`src/rtl/multi_pulse_controller.sv`:
```
// Multi-channel pushbutton front end.
// Each channel synchronizes a raw switch level, debounces press and release,
// emits a single-cycle pulse per press, optional auto-repeat pulses while
// held, and a single-cycle pulse per debounced release.
module multi_pulse_controller #(
    parameter int NCH          = 4,
    parameter int CNT_W        = 25,
    parameter int DEBOUNCE     = 2000000,
    parameter int REPEAT_DELAY = 25000000,
    parameter int REPEAT_RATE  = 5000000
) (
    input  logic           CLK,
    input  logic           clear,
    input  logic [NCH-1:0] sw_input,
    input  logic [NCH-1:0] repeat_en,
    output logic [NCH-1:0] clk_pulse,
    output logic [NCH-1:0] release_pulse,
    output logic [NCH-1:0] held
);

    typedef enum logic [1:0] {
        IDLE     = 2'd0,
        PRESS_DB = 2'd1,
        HELD     = 2'd2,
        REL_DB   = 2'd3
    } state_t;

    // Reload values are interval-minus-one so a counter that starts at the
    // load value and decrements to zero spans exactly the full interval.
    localparam logic [CNT_W-1:0] DB_LOAD = CNT_W'(DEBOUNCE - 1);
    localparam logic [CNT_W-1:0] RD_LOAD = CNT_W'(REPEAT_DELAY - 1);
    localparam logic [CNT_W-1:0] RR_LOAD = CNT_W'(REPEAT_RATE - 1);
    localparam logic [CNT_W-1:0] ONE     = CNT_W'(1);

    for (genvar i = 0; i < NCH; i++) begin : g_ch
        logic             sync_a;
        logic             sync_s;
        state_t           state;
        state_t           state_nx;
        logic [CNT_W-1:0] count;
        logic [CNT_W-1:0] count_nx;
        logic             pulse_q;
        logic             pulse_nx;
        logic             rel_q;
        logic             rel_nx;
        logic             held_q;
        logic             held_nx;

        // Two-flop synchronizer bringing the raw switch level into the clock domain
        always_ff @(posedge CLK or posedge clear) begin
            if (clear) begin
                sync_a <= 1'b0;
                sync_s <= 1'b0;
            end else begin
                sync_a <= sw_input[i];
                sync_s <= sync_a;
            end
        end

        // Channel state, timing counter and registered outputs
        always_ff @(posedge CLK or posedge clear) begin
            if (clear) begin
                state   <= IDLE;
                count   <= '0;
                pulse_q <= 1'b0;
                rel_q   <= 1'b0;
                held_q  <= 1'b0;
            end else begin
                state   <= state_nx;
                count   <= count_nx;
                pulse_q <= pulse_nx;
                rel_q   <= rel_nx;
                held_q  <= held_nx;
            end
        end

        // Next-state, counter and pulse decisions; release beats a due repeat
        always_comb begin
            state_nx = state;
            count_nx = count;
            pulse_nx = 1'b0;
            rel_nx   = 1'b0;
            case (state)
                IDLE: begin
                    if (sync_s) begin
                        state_nx = PRESS_DB;
                        count_nx = DB_LOAD;
                        pulse_nx = 1'b1;
                    end
                end
                PRESS_DB: begin
                    if (count == '0) begin
                        state_nx = HELD;
                        count_nx = RD_LOAD;
                    end else begin
                        count_nx = count - ONE;
                    end
                end
                HELD: begin
                    if (!sync_s) begin
                        state_nx = REL_DB;
                        count_nx = DB_LOAD;
                        rel_nx   = 1'b1;
                    end else if (!repeat_en[i]) begin
                        count_nx = RD_LOAD;
                    end else if (count == '0) begin
                        pulse_nx = 1'b1;
                        count_nx = RR_LOAD;
                    end else begin
                        count_nx = count - ONE;
                    end
                end
                REL_DB: begin
                    if (count == '0) begin
                        state_nx = IDLE;
                    end else begin
                        count_nx = count - ONE;
                    end
                end
                default: begin
                    state_nx = IDLE;
                    count_nx = '0;
                end
            endcase
            held_nx = (state_nx == PRESS_DB) || (state_nx == HELD);
        end

        assign clk_pulse[i]     = pulse_q;
        assign release_pulse[i] = rel_q;
        assign held[i]          = held_q;
    end

endmodule

```
`config.mk`:
```
export PLATFORM = sky130hd
export DESIGN_NAME = multi_pulse_controller
export DESIGN_NICKNAME = d
export VERILOG_FILES = /design/src/rtl/multi_pulse_controller.sv
export SDC_FILE = /design/constraint.sdc
export NUM_CORES = 1
export LEC_CHECK = 0
export ABC_AREA = 1
export BUFFER_PORTS_ARGS = -buffer_cell sky130_fd_sc_hd__buf_2
export CORE_MARGIN = 3
export CORE_UTILIZATION = 64
export CTS_BUF_LIST = sky130_fd_sc_hd__clkbuf_16
export CTS_CLUSTER_SIZE = 14
export DETAILED_ROUTE_END_ITERATION = 8
export PLACE_DENSITY = 0.83
export SETUP_SLACK_MARGIN = 0.2
export SKIP_CTS_REPAIR_TIMING = 1
export SLEW_MARGIN = 20
export SYNTH_ARGS = -nofsm -noshare
export SYNTH_HDL_FRONTEND = slang
export SYNTH_SLANG_ARGS = --single-unit
```
`constraint.sdc`:
```
create_clock -name CLK -period 4.43 [get_ports CLK]
set_input_delay 0 -clock CLK [delete_from_list [all_inputs] [get_ports CLK]]
set_output_delay 0 -clock CLK [all_outputs]
set_load 0.005 [all_outputs]
```
**Word level (Yosys, flattened, before mapping)**

Index checks and enable logic that the tools add are counted.

- Reduce and logical (&&, ||, !) cells: 16
- Divide/modulo/power cells: 0
- Multipliers: 0
- Muxes and demuxes: 76
- $lt $le $gt $ge: 0
- Equality and inequality tests: 28
- Add/subtract/negate cells: 4
- Shift-type cells: 0
- Bitwise gates (word level): 0

Operator list:

| cell | number |
|---|---|
| $mux 25 | 24 |
| $pmux 25 s4 | 4 |
| $logic_not 25->1 | 4 |
| $sub 25x1->25 const B | 4 |
| $mux 2 | 16 |
| $pmux 2 s4 | 4 |
| $eq 2x2->1 const B | 12 |
| $mux 1 | 24 |
| $eq 2x1->1 const B | 8 |
| $ne 2x2->1 const B | 8 |
| $logic_not 2->1 | 4 |
| $pmux 1 s2 | 4 |
| $reduce_and 2->1 | 4 |
| $logic_or 1x1->1 | 4 |

- Input port bits: 10
- Logic and storage cells: 152
- Memory bits (writable): 0
- Register bits: 128
- ROM bits: 0
- Memories: 0
- Latch bits: 0

**Depth between registers and ports, before layout**

Gate-level depths: netlist (run 1).

- Depth in word-level cells: 5
- Depth in mapped cells: 14

**Worst setup path before layout (run 1)**

No wires, ideal clock.

- Path kind: register -> register
- Start: reg g_ch[0].count[0]
- End: reg g_ch[0].count[24]
- Arrival time: 1.707 ns
- Period minus slack after synthesis: 1.827 ns
- Setup time: 0.120 ns
- Slack: 2.603 ns
- Data required time: 4.310 ns
- Cell stages (with the launch flop): 11
- Cell sequence: dfrtp_1 inv_1 ha_1 nand2_1 nor2_4 nand4_4 o21bai_4 inv_2 buf_2 o21ai_1 nand2_1

- Word-level cells in the longest chain between the ends: 5
- Elaborated cells between the ends (all ways): 10
- Classes of those cells: add/sub: 1; eq/ne: 1; mux: 6; reduce/logical: 2

Ends and longest elaborated chain:

| what | RTL line | text |
|---|---|---|
| start: declaration | 40 | `logic [CNT_W-1:0] count;` |
| start signal: assignment | 70 | `count <= count_nx;` |
| $sub 25x1->25 / $logic_not 25->1 (equally long branches) | n/a |  |
| $mux 25 | 106 | `end else if (count == '0) begin` |
| $mux 25 | 104 | `end else if (!repeat_en[i]) begin` |
| $mux 25 | 100 | `if (!sync_s) begin` |
| $pmux 25 s4 | 83 | `case (state)` |

Parallel ways exist; a longest one is shown, timed or not. The select of a mux whose other input is x is not followed.
A chain may end at the register's enable or synchronous reset.

**Worst setup path after layout (run 1)**

- Start: reg g_ch[0].count[0]
- End: reg g_ch[0].count[20]

Same word-level chain as after synthesis.

==> results of run 1 <==
kinds of logic after synthesis:
logic type,Yosys count,synth area share (%)
AND/OR/NAND/NOR,798,37.5
flip-flops,128,36.4
AO/OA/AOI/OAI,156,10.9
XOR/XNOR,52,5.17
buffers and inverters,193,9.38
adder cells (fa/ha/maj),5,0.710
layout by cell type, fill, tap and decap left out, types with 2 or more instances in the layout:
cell type	count
sky130_fd_sc_hd__a21boi_0	2
sky130_fd_sc_hd__a21oi_1	58
sky130_fd_sc_hd__a22oi_1	10
sky130_fd_sc_hd__a31oi_1	2
sky130_fd_sc_hd__and2_1	2
sky130_fd_sc_hd__buf_2	21
sky130_fd_sc_hd__clkbuf_16	17
sky130_fd_sc_hd__clkinv_1	7
sky130_fd_sc_hd__clkinv_2	4
sky130_fd_sc_hd__dfrtp_1	128
sky130_fd_sc_hd__dlygate4sd3_1	6
sky130_fd_sc_hd__ha_1	5
sky130_fd_sc_hd__inv_1	154
sky130_fd_sc_hd__inv_2	4
sky130_fd_sc_hd__nand2_1	428
sky130_fd_sc_hd__nand2_2	4
sky130_fd_sc_hd__nand2_4	3
sky130_fd_sc_hd__nand3_1	96
sky130_fd_sc_hd__nand3b_1	5
sky130_fd_sc_hd__nand4_1	12
sky130_fd_sc_hd__nor2_1	220
sky130_fd_sc_hd__nor2_2	12
sky130_fd_sc_hd__nor2_4	4
sky130_fd_sc_hd__nor3_1	6
sky130_fd_sc_hd__o211ai_1	5
sky130_fd_sc_hd__o21ai_0	47
sky130_fd_sc_hd__o21ai_1	8
sky130_fd_sc_hd__o21ai_2	7
sky130_fd_sc_hd__o21bai_1	2
sky130_fd_sc_hd__o21bai_4	2
sky130_fd_sc_hd__o221ai_1	2
sky130_fd_sc_hd__o22ai_1	3
sky130_fd_sc_hd__o22ai_2	2
sky130_fd_sc_hd__o22ai_4	2
sky130_fd_sc_hd__or2_2	4
sky130_fd_sc_hd__xnor2_1	5
sky130_fd_sc_hd__xor2_1	47
area by class of cell:
cell class	instances	area, um2
multi-input cells	1011	4780
fillers	1141	3860
flip-flops and latches	128	3200
inverters	159	606
clock buffers	17	425
well taps	176	220
repair buffers	28	173
clock inverters	14	86.3
per-layer routing:
metal	share of wire (%)	routed length (um)	vias up	track usage, %
met1	44	9460	3916	39.5
met3	6.8	1450	49	6.54
met4	2.1	457	0	9.20
met2	47	9900	314	47.0
met5	0	0	-	0
li1	-	-	4220	-
worst max-delay path: cells and delay by family (launching register included):
family                     cells  cell delay [ps]
buffers and inverters          3              520
and+or+nand+nor                3              550
DFF                            1              390
adders and majority gates      1              230
AOI/OAI and AO/OA              2              680
registers in the layout, indices dropped and copies added, names as in the netlist:
signal	flops
g_ch.sync_a	4
g_ch.count	100
g_ch.pulse_q	4
g_ch.rel_q	4
g_ch.sync_s	4
g_ch.held_q	4
g_ch.state	8
power by group through the flow:
| stage | logic, uW | clock network (uW) | registers, uW |
|---|---|---|---|
| after floorplan | 995 | 0 | 1600 |
| after global placement | 1150 | 0 | 1670 |
| after detailed placement | 1190 | 0 | 1680 |
| after CTS | 1200 | 1250 | 1660 |
| after global routing | 1400 | 1320 | 1700 |
| final | 1220 | 1240 | 1670 |
stage by stage:
step / setup WS, ps / std cells / power, uW / cell area (um2)
4_1_cts: 1960 / 1527 / 4120 / 9430
5_1_grt: 1740 / 1533 / 4410 / 9490
3_3_place_gp: 2080 / 1496 / 2820 / 8920
6_report: 1950 / 1533 / 4120 / 9490
3_5_place_dp: 1990 / 1496 / 2870 / 8920
2_1_floorplan: 1020 / 1332 / 2590 / 8810
path summary, 6_finish.rpt:
| check | end | slack (ps) | cells past startpoint | start |
|---|---|---|---|---|
| min reg2reg | g_ch[2].sync_s | 350 | 0 | g_ch[2].sync_a |
| max | g_ch[0].count[20] | 1950 | 9 | g_ch[0].count[0] |
| min in group asynchronous | g_ch[0].count[21] | 270 | 3 | clear |
| min | g_ch[3].pulse_q | 20 | 3 | repeat_en[3] |
| max reg2reg | g_ch[0].count[20] | 1950 | 9 | g_ch[0].count[0] |
| max in group asynchronous | g_ch[2].count[2] | 3120 | 4 | clear |
==> impl_metrics.xml, run 1 <==
<?xml version="1.0" encoding="UTF-8"?>
<metrics>
  <group name="status">
    <metric name="run_status" unit="">finished, final reports clean</metric>
  </group>
  <group name="timing">
    <metric name="timing.setup.tns" unit="ps">0</metric>
    <metric name="setup_viol" unit="">0</metric>
    <metric name="post-route-period-util" unit="%">56.0</metric>
    <metric name="rsz0062_at_grt" unit="">no</metric>
    <metric name="slew_headroom" unit="%">45.3</metric>
    <metric name="timing.hold.ws" unit="ps">15.4</metric>
    <metric name="final.min_clock_period" unit="ps">2480</metric>
    <metric name="timing.clock.skew" unit="ps">8.01</metric>
    <metric name="final-hold-violation-count" unit="">0</metric>
    <metric name="max_slew.worst_pin.slew" unit="ps">820</metric>
    <metric name="report.final.slew_viol_count" unit="">0</metric>
    <metric name="fmax" unit="MHz">403</metric>
  </group>
  <group name="setup_path">
    <metric name="worstSetupStartpointType" unit="">register</metric>
    <metric name="worst_path_most_repeated_cell" unit="">sky130_fd_sc_hd__inv_1</metric>
    <metric name="cp_cell_sequence" unit="">inv_1 &gt; ha_1 &gt; nand2_1 &gt; nor2_4 &gt; nand4_4 &gt; o21bai_4 &gt; inv_2 &gt; o21ai_0 &gt; inv_1</metric>
    <metric name="crit_path_max_incr_delay" unit="ps">420</metric>
    <metric name="critical_path_class" unit="">reg2reg</metric>
    <metric name="worstPathArrival" unit="ps">2790</metric>
    <metric name="worst-endpoint-required" unit="ps">4740</metric>
    <metric name="crit_path_max_fanout" unit="">24</metric>
    <metric name="setup.worst_path.end_class" unit="">register</metric>
    <metric name="cp_slowest_cell" unit="">sky130_fd_sc_hd__o21bai_4</metric>
  </group>
  <group name="clock_network">
    <metric name="cts-htree-levels" unit="">4</metric>
    <metric name="clock_path_buffers" unit="">2</metric>
    <metric name="tritoncts" unit="">done</metric>
    <metric name="clockRootBuffer" unit="">sky130_fd_sc_hd__clkbuf_16</metric>
    <metric name="number_of_buffers_added_by_the_clock_tree_synthesis_step" unit="">17</metric>
    <metric name="worstSkewPairLatency" unit="ps">430</metric>
    <metric name="clock_sinks" unit="">128</metric>
    <metric name="clk_pin_slew_worst_paths" unit="ps">50</metric>
  </group>
  <group name="pwr">
    <metric name="cell_internal_pwr" unit="uW">2590</metric>
    <metric name="cellPowerDensity" unit="nW/um2">435</metric>
    <metric name="sequentialPowerShare" unit="%">40.4</metric>
    <metric name="leakage_dissipation" unit="uW">0.00490</metric>
    <metric name="power_switching_share" unit="%">37.1</metric>
    <metric name="combPwrFrac" unit="%">29.5</metric>
    <metric name="clock_power_share" unit="%">30.1</metric>
    <metric name="switching_power" unit="uW">1530</metric>
    <metric name="worst_vdd_rail_ir_drop" unit="uV">327</metric>
  </group>
  <group name="synth">
    <metric name="synth.top_cell.area_share" unit="%">36.4</metric>
    <metric name="synth_seq_cells" unit="">128</metric>
    <metric name="postSynthCellCount" unit="">1332</metric>
    <metric name="synth.avg_cell_area" unit="um2">6.61</metric>
    <metric name="cell_area_after_synthesis" unit="um2">8810</metric>
    <metric name="post-synth-top-count-cell" unit="">sky130_fd_sc_hd__nand2_1</metric>
    <metric name="synth_sequential_area_ratio" unit="%">36.4</metric>
    <metric name="count_of_flip_flops_with_a_built_in_enable_after_synthesis" unit="">0</metric>
    <metric name="synth_top_cells_by_area" unit="">sky130_fd_sc_hd__dfrtp_1, sky130_fd_sc_hd__nand2_1, sky130_fd_sc_hd__nor2_1</metric>
    <metric name="synth-async-reset-ratio" unit="%">100</metric>
    <metric name="yosys_warnings" unit="">0</metric>
    <metric name="mappedNetlistNets" unit="">1347</metric>
    <metric name="synth_commonest_cells" unit="">sky130_fd_sc_hd__nand2_1, sky130_fd_sc_hd__nor2_1, sky130_fd_sc_hd__inv_1</metric>
    <metric name="synth_flop_cell" unit="">sky130_fd_sc_hd__dfrtp_1</metric>
    <metric name="yosysTopAreaCell" unit="">sky130_fd_sc_hd__dfrtp_1</metric>
    <metric name="synth_cell_type_count" unit="">45</metric>
  </group>
  <group name="drt">
    <metric name="via_per_inst" unit="">5.54</metric>
    <metric name="routed_wl_per_cell" unit="um">13.9</metric>
    <metric name="drt_first_pass_iters" unit="">5</metric>
    <metric name="final_antenna_net_count" unit="">0</metric>
    <metric name="num_vias" unit="">8499</metric>
    <metric name="detail_route.drc_violations" unit="">0</metric>
    <metric name="drt-total-wl" unit="mm">21.3</metric>
    <metric name="drtIter0Drc" unit="">1094</metric>
  </group>
  <group name="run">
    <metric name="cap_violations" unit="">0</metric>
  </group>
  <group name="global_routing">
    <metric name="gr-total-overflow" unit="">0</metric>
    <metric name="wire_length_of_the_first_global_routing_pass" unit="mm">35.6</metric>
    <metric name="largest_net_degree_at_the_start_of_global_routing" unit="">92</metric>
    <metric name="grt_pass1_vias" unit="">7729</metric>
    <metric name="antenna_violations_before_repair" unit="">0</metric>
    <metric name="grt_usage" unit="%">29.2</metric>
  </group>
  <group name="floorplanning">
    <metric name="fp-row-count" unit="">42</metric>
    <metric name="initial_utilization" unit="%">66.0</metric>
    <metric name="die_area" unit="um2">15200</metric>
    <metric name="floorplan.die.width" unit="um">123</metric>
    <metric name="die_height" unit="um">123</metric>
    <metric name="io_pins" unit="">22</metric>
    <metric name="core_region_area" unit="um2">13300</metric>
  </group>
  <group name="finish">
    <metric name="syn_to_layout_area_delta" unit="%">7.77</metric>
    <metric name="final_core_util" unit="%">71.1</metric>
    <metric name="n_antenna_cell" unit="">0</metric>
    <metric name="finish.net_count" unit="">1360</metric>
    <metric name="final_layout_size_suffix_gt1_share" unit="%">7.00</metric>
  </group>
  <group name="hold_path">
    <metric name="holdCritPathClass" unit="">in2reg</metric>
  </group>
  <group name="place">
    <metric name="port_buffers" unit="">21</metric>
    <metric name="dp_hpwl" unit="mm">15.0</metric>
    <metric name="place_congestion" unit="">0.936</metric>
  </group>
</metrics>
Note: power is estimated with default switching activity, not from simulation.
==> run 2: changes to the inputs <==
==> constraint.sdc (replaced) <==
create_clock -name CLK -period 2.3 [get_ports CLK]
set_input_delay 0 -clock CLK [delete_from_list [all_inputs] [get_ports CLK]]
set_output_delay 0 -clock CLK [all_outputs]
set_load 0.005 [all_outputs]
==> run 2 against run 1 <==
- non-clock buffer count grew 30
- first-iteration DRC count shrank 8.8%
- combinational power grew 100%
- sequential share of layout area shrank 1.5 points
- largest cell class unchanged
- power grew 100%
- via count grew 3.3%
- count of clock-buffer cells in the layout is the same
- die area is the same
- sequential power grew 93%
- register-to-register slack lost 1700 ps
==> impl_metrics.xml, run 2 (same netlist as run 1, synthesis figures left out) <==
<?xml version="1.0" encoding="UTF-8"?>
<metrics>
  <group name="hold_path">
    <metric name="timing.hold.worst_path_depth" unit="">3</metric>
    <metric name="holdCritPathClass" unit="">in2reg</metric>
  </group>
  <group name="timing">
    <metric name="rsz0062_at_grt" unit="">yes</metric>
    <metric name="post-route-period-util" unit="%">87.1</metric>
    <metric name="worst_setup_slack_final" unit="ps">297</metric>
    <metric name="max_slew.worst_pin.slew" unit="ps">690</metric>
    <metric name="timing.clock.skew" unit="ps">5.03</metric>
    <metric name="fmax" unit="MHz">499</metric>
    <metric name="final-hold-violation-count" unit="">0</metric>
    <metric name="report.final.slew_viol_count" unit="">0</metric>
    <metric name="final.min_clock_period" unit="ps">2000</metric>
    <metric name="timing.setup.tns" unit="ps">0</metric>
    <metric name="slew_headroom" unit="%">53.9</metric>
    <metric name="setup_viol" unit="">0</metric>
  </group>
  <group name="floorplanning">
    <metric name="core_region_area" unit="um2">13300</metric>
    <metric name="die_area" unit="um2">15200</metric>
    <metric name="io_pins" unit="">22</metric>
    <metric name="floorplan.die.width" unit="um">123</metric>
    <metric name="die_height" unit="um">123</metric>
    <metric name="initial_utilization" unit="%">66.0</metric>
    <metric name="fp-row-count" unit="">42</metric>
  </group>
  <group name="setup_path">
    <metric name="worstSetupStartpointType" unit="">register</metric>
    <metric name="cp_cell_sequence" unit="">inv_1 &gt; ha_1 &gt; nand2_1 &gt; nor2_4 &gt; nand2_2 &gt; inv_2 &gt; nand2_4 &gt; o22ai_4 &gt; inv_4 &gt; o21ai_1 &gt; inv_1</metric>
    <metric name="worstPathArrival" unit="ps">2320</metric>
    <metric name="ff2ff_path_depth" unit="">11</metric>
    <metric name="setup.worst_path.end_class" unit="">register</metric>
    <metric name="crit_path_max_fanout" unit="">23</metric>
    <metric name="crit_path_max_incr_delay" unit="ps">410</metric>
    <metric name="worst_path_most_repeated_cell" unit="">sky130_fd_sc_hd__inv_1</metric>
    <metric name="worst-endpoint-required" unit="ps">2620</metric>
    <metric name="cp_slowest_cell" unit="">sky130_fd_sc_hd__dfrtp_1</metric>
    <metric name="critical_path_class" unit="">reg2reg</metric>
  </group>
  <group name="drt">
    <metric name="num_vias" unit="">8781</metric>
    <metric name="via_per_inst" unit="">5.62</metric>
    <metric name="final_antenna_net_count" unit="">0</metric>
    <metric name="drtIter0Drc" unit="">998</metric>
    <metric name="drt_first_pass_iters" unit="">6</metric>
    <metric name="detail_route.drc_violations" unit="">0</metric>
    <metric name="drt-total-wl" unit="mm">22.8</metric>
    <metric name="routed_wl_per_cell" unit="um">14.6</metric>
  </group>
  <group name="finish">
    <metric name="syn_to_layout_area_delta" unit="%">12.8</metric>
    <metric name="fin_cells" unit="">1563</metric>
    <metric name="layout.cells.most_common" unit="">sky130_fd_sc_hd__nand2_1</metric>
    <metric name="mostFrequentLayoutCells" unit="">sky130_fd_sc_hd__nand2_1, sky130_fd_sc_hd__nor2_1, sky130_fd_sc_hd__inv_1</metric>
    <metric name="finish.net_count" unit="">1390</metric>
    <metric name="n_antenna_cell" unit="">0</metric>
    <metric name="final_layout_size_suffix_gt1_share" unit="%">11.3</metric>
    <metric name="largestRegisters" unit="">g_ch.count: 100 flops, g_ch.state: 8 flops</metric>
    <metric name="largest_reg_flops" unit="">100</metric>
    <metric name="final_core_util" unit="%">74.5</metric>
    <metric name="largest_register" unit="">g_ch.count</metric>
  </group>
  <group name="place">
    <metric name="port_buffers" unit="">21</metric>
    <metric name="dp_cells" unit="">1517</metric>
    <metric name="place_congestion" unit="">0.975</metric>
    <metric name="dp_hpwl" unit="mm">16.1</metric>
    <metric name="dp_worst_setup_slack" unit="ps">161</metric>
  </group>
  <group name="pwr">
    <metric name="switching_power" unit="uW">3150</metric>
    <metric name="combPwrFrac" unit="%">29.9</metric>
    <metric name="leakage_dissipation" unit="uW">0.00508</metric>
    <metric name="cellPowerDensity" unit="nW/um2">841</metric>
    <metric name="power_switching_share" unit="%">37.7</metric>
    <metric name="design_power_total" unit="uW">8360</metric>
    <metric name="cell_internal_pwr" unit="uW">5210</metric>
    <metric name="sequentialPowerShare" unit="%">38.5</metric>
    <metric name="worst_vdd_rail_ir_drop" unit="uV">589</metric>
    <metric name="clock_power_share" unit="%">31.6</metric>
  </group>
  <group name="clock_network">
    <metric name="worstSkewPairLatency" unit="ps">430</metric>
    <metric name="number_of_buffers_added_by_the_clock_tree_synthesis_step" unit="">17</metric>
    <metric name="clk_pin_slew_worst_paths" unit="ps">60</metric>
    <metric name="clock_sinks" unit="">128</metric>
    <metric name="cts-htree-levels" unit="">4</metric>
    <metric name="tritoncts" unit="">done</metric>
    <metric name="clockRootBuffer" unit="">sky130_fd_sc_hd__clkbuf_16</metric>
    <metric name="clock_path_buffers" unit="">2</metric>
  </group>
  <group name="global_routing">
    <metric name="gr-total-overflow" unit="">0</metric>
    <metric name="antenna_violations_before_repair" unit="">0</metric>
    <metric name="grt_usage" unit="%">30.6</metric>
    <metric name="wire_length_of_the_first_global_routing_pass" unit="mm">37.2</metric>
    <metric name="grt_pass1_vias" unit="">7949</metric>
    <metric name="largest_net_degree_at_the_start_of_global_routing" unit="">47</metric>
  </group>
  <group name="status">
    <metric name="run_status" unit="">finished, final reports clean</metric>
  </group>
  <group name="run">
    <metric name="cap_violations" unit="">0</metric>
  </group>
</metrics>
## run 2: power groups by stage
stage	logic (uW)	clock network [uW]	registers (uW)
after floorplan	1920	0	3080
after global placement	2280	0	3210
after detailed placement	2360	0	3220
after CTS	2390	2660	3190
after global routing	2860	2770	3270
final	2500	2640	3220
## run 2: final cells by class
class	instances	area, um2
Clock buffer	17	425
Timing Repair Buffer	58	454
Tap cell	176	220
Sequential cell	128	3200
Clock inverter	14	145
Fill cell	1075	3410
Multi-Input combinational cell	1011	4870
Inverter	159	614
## run 2: through the flow
stage | hold slack, ps | area, um2
final | 26.3 | 9940
after global routing | 22.0 | 9940
after CTS | -328 | 9670
after detailed placement | 110 | 9100
after global placement | 108 | 9100
after floorplan | 31.4 | 8810
## run 2: metal layers
layer | GRT usage, % | share of wire (%) | vias up
li1 | - | - | 4282
met1 | 41.9 | 43 | 4045
met2 | 48.5 | 47 | 386
met3 | 5.95 | 7.3 | 68
met4 | 11.7 | 2.9 | 0
met5 | 0 | 0 | -
## run 2: critical path, delay by kind of cell (launching register included)
kind	cells	cell delay (ps)
adder cells (fa/ha/maj)	1	190
AND/OR/NAND/NOR	4	530
flip-flops	1	410
AO/OA/AOI/OAI	2	350
buffers and inverters	4	400
## run 2: worst paths after layout
| path | from | end | slack, ps |
|---|---|---|---|
| setup / recovery | g_ch[2].count[0] | g_ch[2].count[1] | 300 |
| max in group asynchronous | clear | g_ch[3].count[0] | 1280 |
| hold reg to reg | g_ch[3].sync_a | g_ch[3].sync_s | 350 |
| hold / removal | repeat_en[0] | g_ch[0].pulse_q | 30 |
| min in group asynchronous | clear | g_ch[3].count[23] | 220 |
| setup reg to reg | g_ch[2].count[0] | g_ch[2].count[1] | 300 |
==> run 3: changes to the inputs <==
--- a/config.mk
+++ b/config.mk
@@ -8,11 +8,11 @@
 export ABC_AREA = 1
 export BUFFER_PORTS_ARGS = -buffer_cell sky130_fd_sc_hd__buf_2
 export CORE_MARGIN = 3
-export CORE_UTILIZATION = 64
+export CORE_UTILIZATION = 66
 export CTS_BUF_LIST = sky130_fd_sc_hd__clkbuf_16
 export CTS_CLUSTER_SIZE = 14
 export DETAILED_ROUTE_END_ITERATION = 8
-export PLACE_DENSITY = 0.83
+export PLACE_DENSITY = 0.86
 export SETUP_SLACK_MARGIN = 0.2
 export SKIP_CTS_REPAIR_TIMING = 1
 export SLEW_MARGIN = 20
==> constraint.sdc (replaced) <==
create_clock -name CLK -period 2.4 [get_ports CLK]
set_input_delay 0 -clock CLK [delete_from_list [all_inputs] [get_ports CLK]]
set_output_delay 0 -clock CLK [all_outputs]
set_load 0.005 [all_outputs]
==> run 3 against run 2 <==
- non-clock buffer count fell by 4
- highest routed layer unchanged
- critical path depth fell by 2
- worst hold slack worse by 25 ps
- wire length hardly changed
- sequential share of layout area grew 0.29 points
- power fell by 3.6%
- clock power barely moved
- count of clock-buffer cells in the layout unchanged
- utilization increased by 2.3 points
- clock skew up 5.6 ps
- first-iteration DRC count shrank 8.7%
- worst setup slack lost 21 ps
==> impl_metrics.xml, run 3 (same netlist as run 1, synthesis figures left out) <==
<?xml version="1.0" encoding="UTF-8"?>
<metrics>
  <group name="status">
    <metric name="run_status" unit="">finished, final reports clean</metric>
  </group>
  <group name="setup_path">
    <metric name="worst_path_most_repeated_cell" unit="">sky130_fd_sc_hd__inv_1</metric>
    <metric name="crit_path_max_incr_delay" unit="ps">390</metric>
    <metric name="setup.worst_path.end_class" unit="">register</metric>
    <metric name="cp_cell_sequence" unit="">inv_1 &gt; ha_2 &gt; nand2_1 &gt; nor2_4 &gt; nand4_4 &gt; o21bai_4 &gt; inv_4 &gt; o21ai_0 &gt; inv_1</metric>
    <metric name="critical_path_buf_inv_count" unit="">3</metric>
    <metric name="crit_path_max_fanout" unit="">24</metric>
    <metric name="cp_num_cells" unit="">9</metric>
    <metric name="cp_slowest_cell" unit="">sky130_fd_sc_hd__dfrtp_1</metric>
    <metric name="regToRegEndpoint" unit="">g_ch[0].count[20]</metric>
    <metric name="crit_end" unit="">g_ch[0].count[20]</metric>
    <metric name="ff2ff_path_depth" unit="">9</metric>
    <metric name="worst-endpoint-required" unit="ps">2720</metric>
    <metric name="worstSetupStartpointType" unit="">register</metric>
    <metric name="worstPathArrival" unit="ps">2440</metric>
    <metric name="critical_path.top_delay_family" unit="">compound AO/OA/AOI/OAI gates</metric>
    <metric name="critical_path_class" unit="">reg2reg</metric>
    <metric name="worstReg2RegStart" unit="">g_ch[0].count[0]</metric>
    <metric name="reg2reg_setup_slack" unit="ps">280</metric>
    <metric name="startpoint" unit="">g_ch[0].count[0]</metric>
  </group>
  <group name="place">
    <metric name="port_buffers" unit="">21</metric>
    <metric name="dp_hpwl" unit="mm">15.7</metric>
    <metric name="dp_cells" unit="">1507</metric>
    <metric name="place_area" unit="um2">9050</metric>
    <metric name="place_congestion" unit="">0.947</metric>
  </group>
  <group name="timing">
    <metric name="final.min_clock_period" unit="ps">2120</metric>
    <metric name="fmax" unit="MHz">471</metric>
    <metric name="final-hold-violation-count" unit="">0</metric>
    <metric name="post-route-period-util" unit="%">88.5</metric>
    <metric name="slew_headroom" unit="%">47.3</metric>
    <metric name="setup_viol" unit="">0</metric>
    <metric name="rsz0062_at_grt" unit="">yes</metric>
    <metric name="timing.clock.skew" unit="ps">10.6</metric>
    <metric name="timing.setup.tns" unit="ps">0</metric>
    <metric name="report.final.slew_viol_count" unit="">0</metric>
    <metric name="max_slew.worst_pin.slew" unit="ps">789</metric>
  </group>
  <group name="finish">
    <metric name="final_layout_size_suffix_gt1_share" unit="%">10.4</metric>
    <metric name="finish.net_count" unit="">1386</metric>
    <metric name="largest_register" unit="">g_ch.count</metric>
    <metric name="largest_reg_flops" unit="">100</metric>
    <metric name="final_cell_area" unit="um2">9840</metric>
    <metric name="mostFrequentLayoutCells" unit="">sky130_fd_sc_hd__nand2_1, sky130_fd_sc_hd__nor2_1, sky130_fd_sc_hd__inv_1</metric>
    <metric name="layout.cells.most_common" unit="">sky130_fd_sc_hd__nand2_1</metric>
    <metric name="largestRegisters" unit="">g_ch.count: 100 flops, g_ch.state: 8 flops</metric>
    <metric name="n_antenna_cell" unit="">0</metric>
    <metric name="fillCellCount" unit="">986</metric>
    <metric name="syn_to_layout_area_delta" unit="%">11.8</metric>
    <metric name="fin_cells" unit="">1556</metric>
  </group>
  <group name="floorplanning">
    <metric name="floorplan.die.width" unit="um">122</metric>
    <metric name="die_area" unit="um2">14800</metric>
    <metric name="fp-row-count" unit="">41</metric>
    <metric name="die_height" unit="um">122</metric>
    <metric name="initial_utilization" unit="%">68.7</metric>
    <metric name="io_pins" unit="">22</metric>
    <metric name="core_region_area" unit="um2">12800</metric>
  </group>
  <group name="clock_network">
    <metric name="clockRootBuffer" unit="">sky130_fd_sc_hd__clkbuf_16</metric>
    <metric name="tritoncts" unit="">done</metric>
    <metric name="clock_sinks" unit="">128</metric>
    <metric name="number_of_buffers_added_by_the_clock_tree_synthesis_step" unit="">17</metric>
    <metric name="worstSkewPairLatency" unit="ps">430</metric>
    <metric name="cts-htree-levels" unit="">4</metric>
    <metric name="clk_pin_slew_worst_paths" unit="ps">60</metric>
    <metric name="clock_path_buffers" unit="">2</metric>
  </group>
  <group name="drt">
    <metric name="drt_first_pass_iters" unit="">6</metric>
    <metric name="drt-total-wl" unit="mm">22.8</metric>
    <metric name="final_antenna_net_count" unit="">0</metric>
    <metric name="num_vias" unit="">8769</metric>
    <metric name="drtIter0Drc" unit="">911</metric>
    <metric name="detail_route.drc_violations" unit="">0</metric>
    <metric name="routed_wl_per_cell" unit="um">14.6</metric>
    <metric name="via_per_inst" unit="">5.64</metric>
  </group>
  <group name="hold_path">
    <metric name="holdCritPathClass" unit="">in2reg</metric>
    <metric name="hold_path.startpoint" unit="">repeat_en[3]</metric>
    <metric name="timing.hold.worst_path_depth" unit="">3</metric>
  </group>
  <group name="global_routing">
    <metric name="wire_length_of_the_first_global_routing_pass" unit="mm">37.0</metric>
    <metric name="grt_pass1_vias" unit="">8004</metric>
    <metric name="antenna_violations_before_repair" unit="">0</metric>
    <metric name="largest_net_degree_at_the_start_of_global_routing" unit="">57</metric>
    <metric name="gr-total-overflow" unit="">0</metric>
    <metric name="grt_usage" unit="%">31.1</metric>
  </group>
  <group name="pwr">
    <metric name="worst_vdd_rail_ir_drop" unit="uV">739</metric>
    <metric name="leakage_dissipation" unit="uW">0.00506</metric>
    <metric name="cellPowerDensity" unit="nW/um2">818</metric>
  </group>
  <group name="run">
    <metric name="cap_violations" unit="">0</metric>
  </group>
</metrics>
-- run 3: layer usage --
| layer | global-route usage, % | wire length (um) | vias up | part of all wire [%] |
|---|---|---|---|---|
| met3 | 6.06 | 1580 | 56 | 6.9 |
| met5 | 0 | 0 | - | 0 |
| met1 | 42.2 | 9720 | 4055 | 43 |
| li1 | - | - | 4262 | - |
| met4 | 10.8 | 510 | 0 | 2.2 |
| met2 | 50.4 | 11000 | 396 | 48 |
-- run 3: worst register-to-register path: stages, from the launching register on --
cell                       delay [ps]
sky130_fd_sc_hd__dfrtp_1          390
sky130_fd_sc_hd__inv_1            160
sky130_fd_sc_hd__ha_2             230
sky130_fd_sc_hd__nand2_1          130
sky130_fd_sc_hd__nor2_4           180
sky130_fd_sc_hd__nand4_4          170
sky130_fd_sc_hd__o21bai_4         320
sky130_fd_sc_hd__inv_4            180
sky130_fd_sc_hd__o21ai_0          200
sky130_fd_sc_hd__inv_1             50
-- run 3: worst min-delay path by stage --
stage,endpoint,slack [ps]
6_report,g_ch[3].pulse_q,0.8
5_1_grt,g_ch[3].pulse_q,9
4_1_cts,g_ch[1].sync_a,-340
3_5_place_dp,g_ch[1].sync_a,110
3_3_place_gp,g_ch[1].sync_a,110
2_1_floorplan,g_ch[0].sync_a,30
-- run 3: final cells by class --
cell class,count,area [um2],area share [%]
Multi-Input combinational cell,1011,4820,48.9
Sequential cell,128,3200,32.5
Inverter,159,614,6.24
Clock buffer,17,425,4.32
Timing Repair Buffer,54,397,4.03
Tap cell,172,215,2.19
Clock inverter,15,174,1.77
-- run 3: where the power goes --
| group | internal, uW | switching [uW] | total, uW | leakage (uW) |
|---|---|---|---|---|
| combinational | 873 | 1450 | 2330 | 0.00322 |
| clock | 1560 | 1100 | 2660 | 0.000281 |
| sequential | 2570 | 491 | 3070 | 0.00156 |
-- run 3: through the flow --
step | util [%] | worst slack, ps | power (uW) | hold slack (ps)
floorplan | - | 573 | 4780 | 31.4
global placement | 70.6 | 312 | 5230 | 108
detailed placement | 70.6 | 151 | 5300 | 110
CTS | 75.2 | 153 | 7990 | -339
global route | 76.8 | 100 | 8560 | 8.61
finish | 76.8 | 275 | 8060 | 0.831
